<file path="config.mk">
export PLATFORM = sky130hd
export DESIGN_NAME = data_memory_be
export DESIGN_NICKNAME = d
export VERILOG_FILES = /design/src/rtl/data_memory_be.sv
export SDC_FILE = /design/constraint.sdc
export NUM_CORES = 1
export LEC_CHECK = 0
export CAP_MARGIN = 25
export CORE_UTILIZATION = 30
export DETAILED_ROUTE_END_ITERATION = 10
export HOLD_SLACK_MARGIN = 0.1
export SETUP_SLACK_MARGIN = 0.02
export SKIP_CTS_REPAIR_TIMING = 1
export SLEW_MARGIN = 20
export SYNTH_ARGS = -nofsm -noshare
export SYNTH_HDL_FRONTEND = slang
export SYNTH_SLANG_ARGS = --single-unit
</file>
<file path="constraint.sdc">
create_clock -name clk -period 3.18 [get_ports clk]
set_clock_uncertainty 0.2 [all_clocks]
set_input_delay 0.795 -clock clk [delete_from_list [all_inputs] [get_ports clk]]
set_output_delay 0.795 -clock clk [all_outputs]
set_load 0.01 [all_outputs]
</file>
<file path="src/rtl/data_memory_be.sv">
// Two-write/two-read data memory with byte enables, port-2-wins collision merge,
// selectable read-during-write, range checking and a post-reset zero-fill sweep.
module data_memory_be #(
  parameter int unsigned DEPTH      = 8,
  parameter int unsigned DATA_WIDTH = 32,
  parameter int unsigned ADDR_WIDTH = 3,
  parameter int unsigned RDW_MODE   = 0
) (
  input  logic                    clk,
  input  logic                    rstn,
  output logic                    ready,
  input  logic                    wr_en1,
  input  logic                    wr_en2,
  input  logic [DATA_WIDTH/8-1:0] wr_be1,
  input  logic [DATA_WIDTH/8-1:0] wr_be2,
  input  logic [ADDR_WIDTH-1:0]   wr_addr1,
  input  logic [ADDR_WIDTH-1:0]   wr_addr2,
  input  logic [DATA_WIDTH-1:0]   data_in1,
  input  logic [DATA_WIDTH-1:0]   data_in2,
  input  logic                    rd_en1,
  input  logic                    rd_en2,
  input  logic [ADDR_WIDTH-1:0]   rd_addr1,
  input  logic [ADDR_WIDTH-1:0]   rd_addr2,
  output logic [DATA_WIDTH-1:0]   data_out1,
  output logic [DATA_WIDTH-1:0]   data_out2,
  output logic                    rd_valid1,
  output logic                    rd_valid2,
  output logic                    wr_collision,
  output logic                    addr_err
);

  localparam int unsigned NB = DATA_WIDTH / 8;
  localparam logic [ADDR_WIDTH-1:0] LastAddr = ADDR_WIDTH'(DEPTH - 1);

  typedef enum logic [0:0] {StInit, StReady} state_e;

  state_e                  state_q;
  logic [ADDR_WIDTH-1:0]   init_cnt_q;
  logic                    ready_q;
  logic [DATA_WIDTH-1:0]   data_out1_q, data_out2_q;
  logic                    rd_valid1_q, rd_valid2_q;
  logic                    wr_collision_q, addr_err_q;
  logic [DATA_WIDTH-1:0]   mem_q [DEPTH];

  logic wr_in1, wr_in2, rd_in1, rd_in2;
  logic w1_ok, w2_ok, collision, range_err;
  logic [DATA_WIDTH-1:0] wr_word1, wr_word2, rd_word1, rd_word2;

  // Applies both ports' enabled bytes onto a word at addr; port 2 is applied last so it wins.
  function automatic logic [DATA_WIDTH-1:0] merge_word(
    input logic [DATA_WIDTH-1:0] word,
    input logic [ADDR_WIDTH-1:0] addr,
    input logic                  w1,
    input logic [ADDR_WIDTH-1:0] a1,
    input logic [NB-1:0]         be1,
    input logic [DATA_WIDTH-1:0] d1,
    input logic                  w2,
    input logic [ADDR_WIDTH-1:0] a2,
    input logic [NB-1:0]         be2,
    input logic [DATA_WIDTH-1:0] d2
  );
    logic [DATA_WIDTH-1:0] res;
    res = word;
    for (int b = 0; b < NB; b++) begin
      if (w1 && (a1 == addr) && be1[b]) res[8*b +: 8] = d1[8*b +: 8];
      if (w2 && (a2 == addr) && be2[b]) res[8*b +: 8] = d2[8*b +: 8];
    end
    return res;
  endfunction

  always_comb begin
    wr_in1    = 32'(wr_addr1) < DEPTH;
    wr_in2    = 32'(wr_addr2) < DEPTH;
    rd_in1    = 32'(rd_addr1) < DEPTH;
    rd_in2    = 32'(rd_addr2) < DEPTH;
    w1_ok     = ready_q && wr_en1 && wr_in1;
    w2_ok     = ready_q && wr_en2 && wr_in2;
    collision = w1_ok && w2_ok && (wr_addr1 == wr_addr2) && |(wr_be1 & wr_be2);
    range_err = (wr_en1 && !wr_in1) || (wr_en2 && !wr_in2) ||
                (rd_en1 && !rd_in1) || (rd_en2 && !rd_in2);

    wr_word1 = '0;
    wr_word2 = '0;
    if (w1_ok) begin
      wr_word1 = merge_word(mem_q[wr_addr1], wr_addr1, w1_ok, wr_addr1, wr_be1, data_in1,
                            w2_ok, wr_addr2, wr_be2, data_in2);
    end
    if (w2_ok) begin
      wr_word2 = merge_word(mem_q[wr_addr2], wr_addr2, w1_ok, wr_addr1, wr_be1, data_in1,
                            w2_ok, wr_addr2, wr_be2, data_in2);
    end

    rd_word1 = '0;
    rd_word2 = '0;
    if (rd_in1) begin
      rd_word1 = mem_q[rd_addr1];
      if (RDW_MODE != 0) begin
        rd_word1 = merge_word(rd_word1, rd_addr1, w1_ok, wr_addr1, wr_be1, data_in1,
                              w2_ok, wr_addr2, wr_be2, data_in2);
      end
    end
    if (rd_in2) begin
      rd_word2 = mem_q[rd_addr2];
      if (RDW_MODE != 0) begin
        rd_word2 = merge_word(rd_word2, rd_addr2, w1_ok, wr_addr1, wr_be1, data_in1,
                              w2_ok, wr_addr2, wr_be2, data_in2);
      end
    end
  end

  // Storage carries no reset; the INIT sweep defines its contents.
  always_ff @(posedge clk) begin
    if (!ready_q) begin
      mem_q[init_cnt_q] <= '0;
    end else begin
      if (w1_ok) mem_q[wr_addr1] <= wr_word1;
      if (w2_ok) mem_q[wr_addr2] <= wr_word2;
    end
  end

  always_ff @(posedge clk or negedge rstn) begin
    if (!rstn) begin
      state_q        <= StInit;
      init_cnt_q     <= '0;
      ready_q        <= 1'b0;
      data_out1_q    <= '0;
      data_out2_q    <= '0;
      rd_valid1_q    <= 1'b0;
      rd_valid2_q    <= 1'b0;
      wr_collision_q <= 1'b0;
      addr_err_q     <= 1'b0;
    end else begin
      rd_valid1_q    <= 1'b0;
      rd_valid2_q    <= 1'b0;
      wr_collision_q <= 1'b0;
      addr_err_q     <= 1'b0;
      case (state_q)
        StInit: begin
          init_cnt_q <= init_cnt_q + 1'b1;
          if (init_cnt_q == LastAddr) begin
            state_q <= StReady;
            ready_q <= 1'b1;
          end
        end
        StReady: begin
          rd_valid1_q    <= rd_en1;
          rd_valid2_q    <= rd_en2;
          if (rd_en1) data_out1_q <= rd_word1;
          if (rd_en2) data_out2_q <= rd_word2;
          wr_collision_q <= collision;
          addr_err_q     <= range_err;
        end
        default: state_q <= StInit;
      endcase
    end
  end

  assign ready        = ready_q;
  assign data_out1    = data_out1_q;
  assign data_out2    = data_out2_q;
  assign rd_valid1    = rd_valid1_q;
  assign rd_valid2    = rd_valid2_q;
  assign wr_collision = wr_collision_q;
  assign addr_err     = addr_err_q;

endmodule

</file>
# Yosys cells after proc, flatten, opt, wreduce, memory -nomap -nowiden
# Memory sizes are Yosys's and may differ from the RTL's. A register that Yosys moved wholly into a read port is not among the register bits.
# Cells that the tools add are included.
[totals]
out_inout_bits = 69
ff_bits = 8
memories = 1
input_bits = 90
ram_bits = 256
elab_cells = 96
[classes]
eq_ne = 12
n_reduce_logical = 38
add_sub_neg = 1
n_mux = 33
n_bitwise = 5
[mem_list]
columns = ["name", "depth", "width", "rd", "rd_clocked_by_memory_dff", "wr", "line_no", "source"]
rows = [
  ["mem_q", 8, 32, 2, 2, 2, "43", "logic [DATA_WIDTH-1:0] mem_q [DEPTH];"],
]
[ops]
columns = ["operator", "count"]
rows = [
  ["$mux W8", 16],
  ["$mux W32", 3],
  ["$reduce_or A32 Y1", 1],
  ["$ne A3 B3 Y1 const B", 8],
  ["$logic_and A1 B1 Y1", 23],
  ["$reduce_and A2 Y1", 11],
  ["$mux W1", 12],
  ["$eq A3 B3 Y1", 3],
  ["$and A4 B4 Y4", 1],
  ["$mux W4", 1],
  ["$reduce_or A4 Y1", 1],
  ["$add A3 B1 Y3 const B", 1],
  ["$eq A3 B3 Y1 const B", 1],
  ["$mux W3", 1],
  ["$and A1 B1 Y1", 2],
  ["$logic_not A1 Y1", 2],
  ["$not A1 Y1", 2],
]

# Depth between registers and ports, before layout
[depth]
ltp_word = 10
depth_mapped = 7
ltp_nobuf = 4

# Worst setup path before layout
# Ideal clock, no wire load.
[synth_path]
path_kind = "input -> register"
start = "in wr_addr2[1]"
end = "mem mem_q[2][16], enable pin"
slack_ns = 0.098
n_path_buf = 3
cell_stages = 7
required_ns = 2.604
arrival_time_ns = 2.506
cell_sequence = "buf_2 -> xor2_1 -> or4b_1 -> buf_2 -> buf_4 -> nand4b_1 -> o211ai_1"
[synth_lines]
columns = ["item", "line_no", "source"]
rows = [
  ["from (decl)", "17", "input logic [ADDR_WIDTH-1:0] wr_addr2,"],
  ["to (decl)", "43", ""],
]

==> summary by stage <==
Power and ir drop
Across the VDD grid, the largest voltage drop is around 330 uV. The share of total power dissipated in combinational logic is 14.4%. The part of the total power dissipated in the clock network is 38.9%. The internal power consumption is 7.819 mW. The total power after layout is 10.35 mW. Of the total power, the share spent switching nets is 24.47%. Summed over all nets, the switching power comes to between 2 and 3 mW.

In this run the power density over the cells is 458.1 nW/um^2. Of the total power, registers draw 46.7%. For this design the static power due to leakage is just under 10 nW.

Worst setup path
STA classifies the critical path endpoint as a flip-flop. In this run the critical register-to-register path is launched from ready. The peak fanout along the critical path is 16. The kind of launch point of the worst setup path is a primary input.

The cell with the largest stage delay on the worst path is sky130_fd_sc_hd__or4b_2. The number of cells traversed by the worst register-to-register path is 6. For the worst setup path, the data required time is 3.24 ns.

The arrival time of the worst setup path is 3.12 ns. The maximum single-stage delay on the critical path is 0.67 ns. Walking the worst path, the cells encountered are clkdlybuf4s50_1 > xor2_1 > or4b_2 > buf_4 > buf_4 > nand3_1 > mux2i_1. The path type of the worst setup path is primary input to flip-flop. The start point of the critical path is wr_addr2[1]. The dominant cell type by count on the critical path is sky130_fd_sc_hd__buf_4.

Detailed routing
The detailed-route wire length is 55,160 um. The pre-antenna-repair detailed-routing pass consisted of 5 iterations. The final routed wire length divided by cell count is roughly 24 um. For this run, design rule violations remaining after detail routing come to 0. After the first detailed-routing iteration, the DRC count stood at 960. The remaining antenna violation count after routing is 0.

The detailed-route via count is 12,000. Using the TritonRoute via totals, the vias-per-cell ratio works out to 5.281.

Logic synthesis
The leading area contributor after synthesis is sky130_fd_sc_hd__edfxtp_1. The net count of the mapped netlist is about 1,300. The dominant combinational cell family by area after synthesis is multiplexers. The combined area of all synthesized cells is 18,360 um^2. The post-synthesis compound-gate area fraction is between 4 and 5%. The synthesized netlist devotes less than 1% of its cell area to XOR and XNOR gates. The basic-gate share of the synthesized area counting and, or, nand and nor cells is a little under 6%. For this run, asynchronously set or reset flops after synthesis account for 21.95%.

The average cell area after synthesis is 14.62 um^2. The top cell type by area accounts for 41.86% of the synthesized area. The number of different library cells in the post-synthesis netlist is 41. The number of register bits inferred by synthesis is 328.

The multiplexer area fraction after synthesis is about a third. The number of flops mapped to enable cells by yosys is 256. Sorting the synthesized cells by area gives the leading types as sky130_fd_sc_hd__edfxtp_1, sky130_fd_sc_hd__mux2i_1, sky130_fd_sc_hd__mux4_2, sky130_fd_sc_hd__dfrtp_1, sky130_fd_sc_hd__mux2_2. The number of cells produced by synthesis is 1,256.

The yosys synthesis warning count is 0. After Yosys synthesis, full adders, half adders and majority gates account for 0.1363% of the synthesized area. For this run, the leading register cell type out of synthesis is sky130_fd_sc_hd__edfxtp_1. The sequential element share of the synthesized area is about half.

Finish
Measured on the finished design, the core utilization comes to 37.37%. The layout has 5,676 filler cells. Across the whole layout, storage elements account for 9489 um^2.

In the final layout, the share of cells above drive strength 1 is 25.70%. The final layout net count is 1,557. The library cell used most frequently in the layout, excluding fill and tap cells, is sky130_fd_sc_hd__mux2i_1.

In the layout the commonest cells are sky130_fd_sc_hd__mux2i_1, sky130_fd_sc_hd__edfxtp_1, sky130_fd_sc_hd__clkdlybuf4s50_1. The multi-input gate area in the final layout is around 8400 um^2. Relative to the synthesized area, the layout overhead comes to 23.06%.

Place
The half-perimeter wire length after detailed placement is 37,390 um. The last weighted congestion value of the routability-driven placer is 0.8648. In this run the tool buffered the top-level ports with between 150 and 200 buffer cells.

Min path
In this run the worst hold path is classified as primary input to async pin.

STA
Setup violations remaining at the end of the flow were counted as 0. The slew at the pin closest to its max-slew limit is around 0.75 ns. The period utilization is between 90 and 100%. The maximum operating frequency is 326.7 MHz. Setup repair after global routing left no endpoint under its margin. On the final layout, the worst hold slack is 0.1259 ns. The worst slew slack as a fraction of its limit is roughly 50%. The final-report hold violation count is 0. The final critical delay including setup and external delays is 3.060 ns.

The max-slew violation total from the final report is 0.

Global route
The total routing resource utilization after global routing is 17.61%. The residual overflow from global routing is 0. The global-route wire length before repair is 81,500 um. The number of antenna violations at the first check in global routing is 3. The via count of the first global-routing pass came to 12,620. Entering global routing, the biggest net connects 66 pins.

Clocking
The buffer cell driving the clock tree root is sky130_fd_sc_hd__clkbuf_16. The CTS tree is yes. The clock transition at the registers of the reported paths is 0.06 ns.

The number of clock buffers added by TritonCTS is 36. The maximum level of the CTS H-tree is 2. The clock latency reported for the late side of the worst-skew pair is 0.53 ns.

The number of buffers on the longest clock path is 3. CTS saw 328 sinks.

Die
In this run the vertical extent of the chip is 249.4 um. The starting utilization of the core area is 30.37%. The count of boundary I/O pins is 159. The core region is between 60,000 and 70,000 um^2. The width of the die is 249.4 um. After floorplanning, the core was divided into 90 placement rows. The die covers 62,200 um^2.

Run status
The run finished with clean final reports.

Flow run
The number of maximum-capacitance constraint violations is 0.
## worst paths after layout
check                                end  slack, ns
setup / recovery            mem_q[5][15]       0.12
hold / removal              data_out2[4]       0.13
setup reg to reg            mem_q[6][18]       0.57
hold reg to reg             data_out2[8]       0.33
max in group asynchronous  data_out2[21]       1.88
min in group clk            data_out2[8]       0.33
## per-layer routing
metal	vias to the layer above	wire [um]	GRT usage [%]
li1	5407	-	-
met1	6147	23710	23.14
met2	364	27050	29.72
met3	81	2968	2.868
met4	4	1402	5.379
met5	-	28	0
## Yosys cell counts, types with 5 or more instances
cell                       count
sky130_fd_sc_hd__a21oi_1      64
sky130_fd_sc_hd__and3_1        6
sky130_fd_sc_hd__buf_1        13
sky130_fd_sc_hd__buf_2        49
sky130_fd_sc_hd__buf_4         5
sky130_fd_sc_hd__clkbuf_1     45
sky130_fd_sc_hd__dfrtp_1      72
sky130_fd_sc_hd__edfxtp_1    256
sky130_fd_sc_hd__mux2_2       34
sky130_fd_sc_hd__mux2i_1     320
sky130_fd_sc_hd__mux4_2      128
sky130_fd_sc_hd__nand2_1      46
sky130_fd_sc_hd__nand3_1       6
sky130_fd_sc_hd__nand3_2      27
sky130_fd_sc_hd__nand4_1       8
sky130_fd_sc_hd__nor2_1       68
sky130_fd_sc_hd__o211ai_1     32
sky130_fd_sc_hd__o21ai_0      32
## logic make-up after synthesis
logic type,after synthesis
AOI/OAI and AO/OA,131
xor gates and xnor gates,4
adders and majority gates,2
buffers and inverters,113
DFF,328
muxes,482
other,1
and+or+nand+nor,195
## critical path: cells and delay by family
family                 cells  cell delay, ns
multiplexers               1            0.13
buffers and inverters      3            1.02
AND/OR/NAND/NOR            2            0.95
XOR/XNOR                   1            0.24
## through the flow
step	instance area [um^2]	std cells	setup slack (ns)	TNS, ns
floorplan	18360	1256	0.09763	0
detailed placement	21490	2209	-0.4166	-140.24
global placement	21490	2209	-0.3769	-137.96
CTS	22590	2272	0.1353	0
global route	22600	2273	0.07722	0
finish	22600	2273	0.1195	0
## area by class of cell
class	instances	share of cell area [%]
Antenna cell	1	0.01107
Sequential cell	328	41.99
Tap cell	782	4.330
Timing Repair Buffer	283	11.68
Multi-Input combinational cell	815	37.08
Clock buffer	51	4.419
Inverter	1	0.01661
Clock inverter	12	0.4651
## power by group through the flow
stage	Sequential, mW	Combinational [mW]	Clock, mW
floorplan	4.95	0.772	0
global placement	4.91	1.49	0
detailed placement	4.92	1.51	0
CTS	4.83	1.51	4.11
global route	4.84	1.60	4.28
finish	4.83	1.49	4.03
## registers in the layout (all words and copies together), names as in the netlist
signal / cells
data_out1: 32
data_out2: 32
init_cnt_q: 3
mem_q: 256
rd_valid1: 1
rd_valid2: 1
ready: 1
state_q: 1
wr_collision: 1
(Power assumes the default switching activity.)
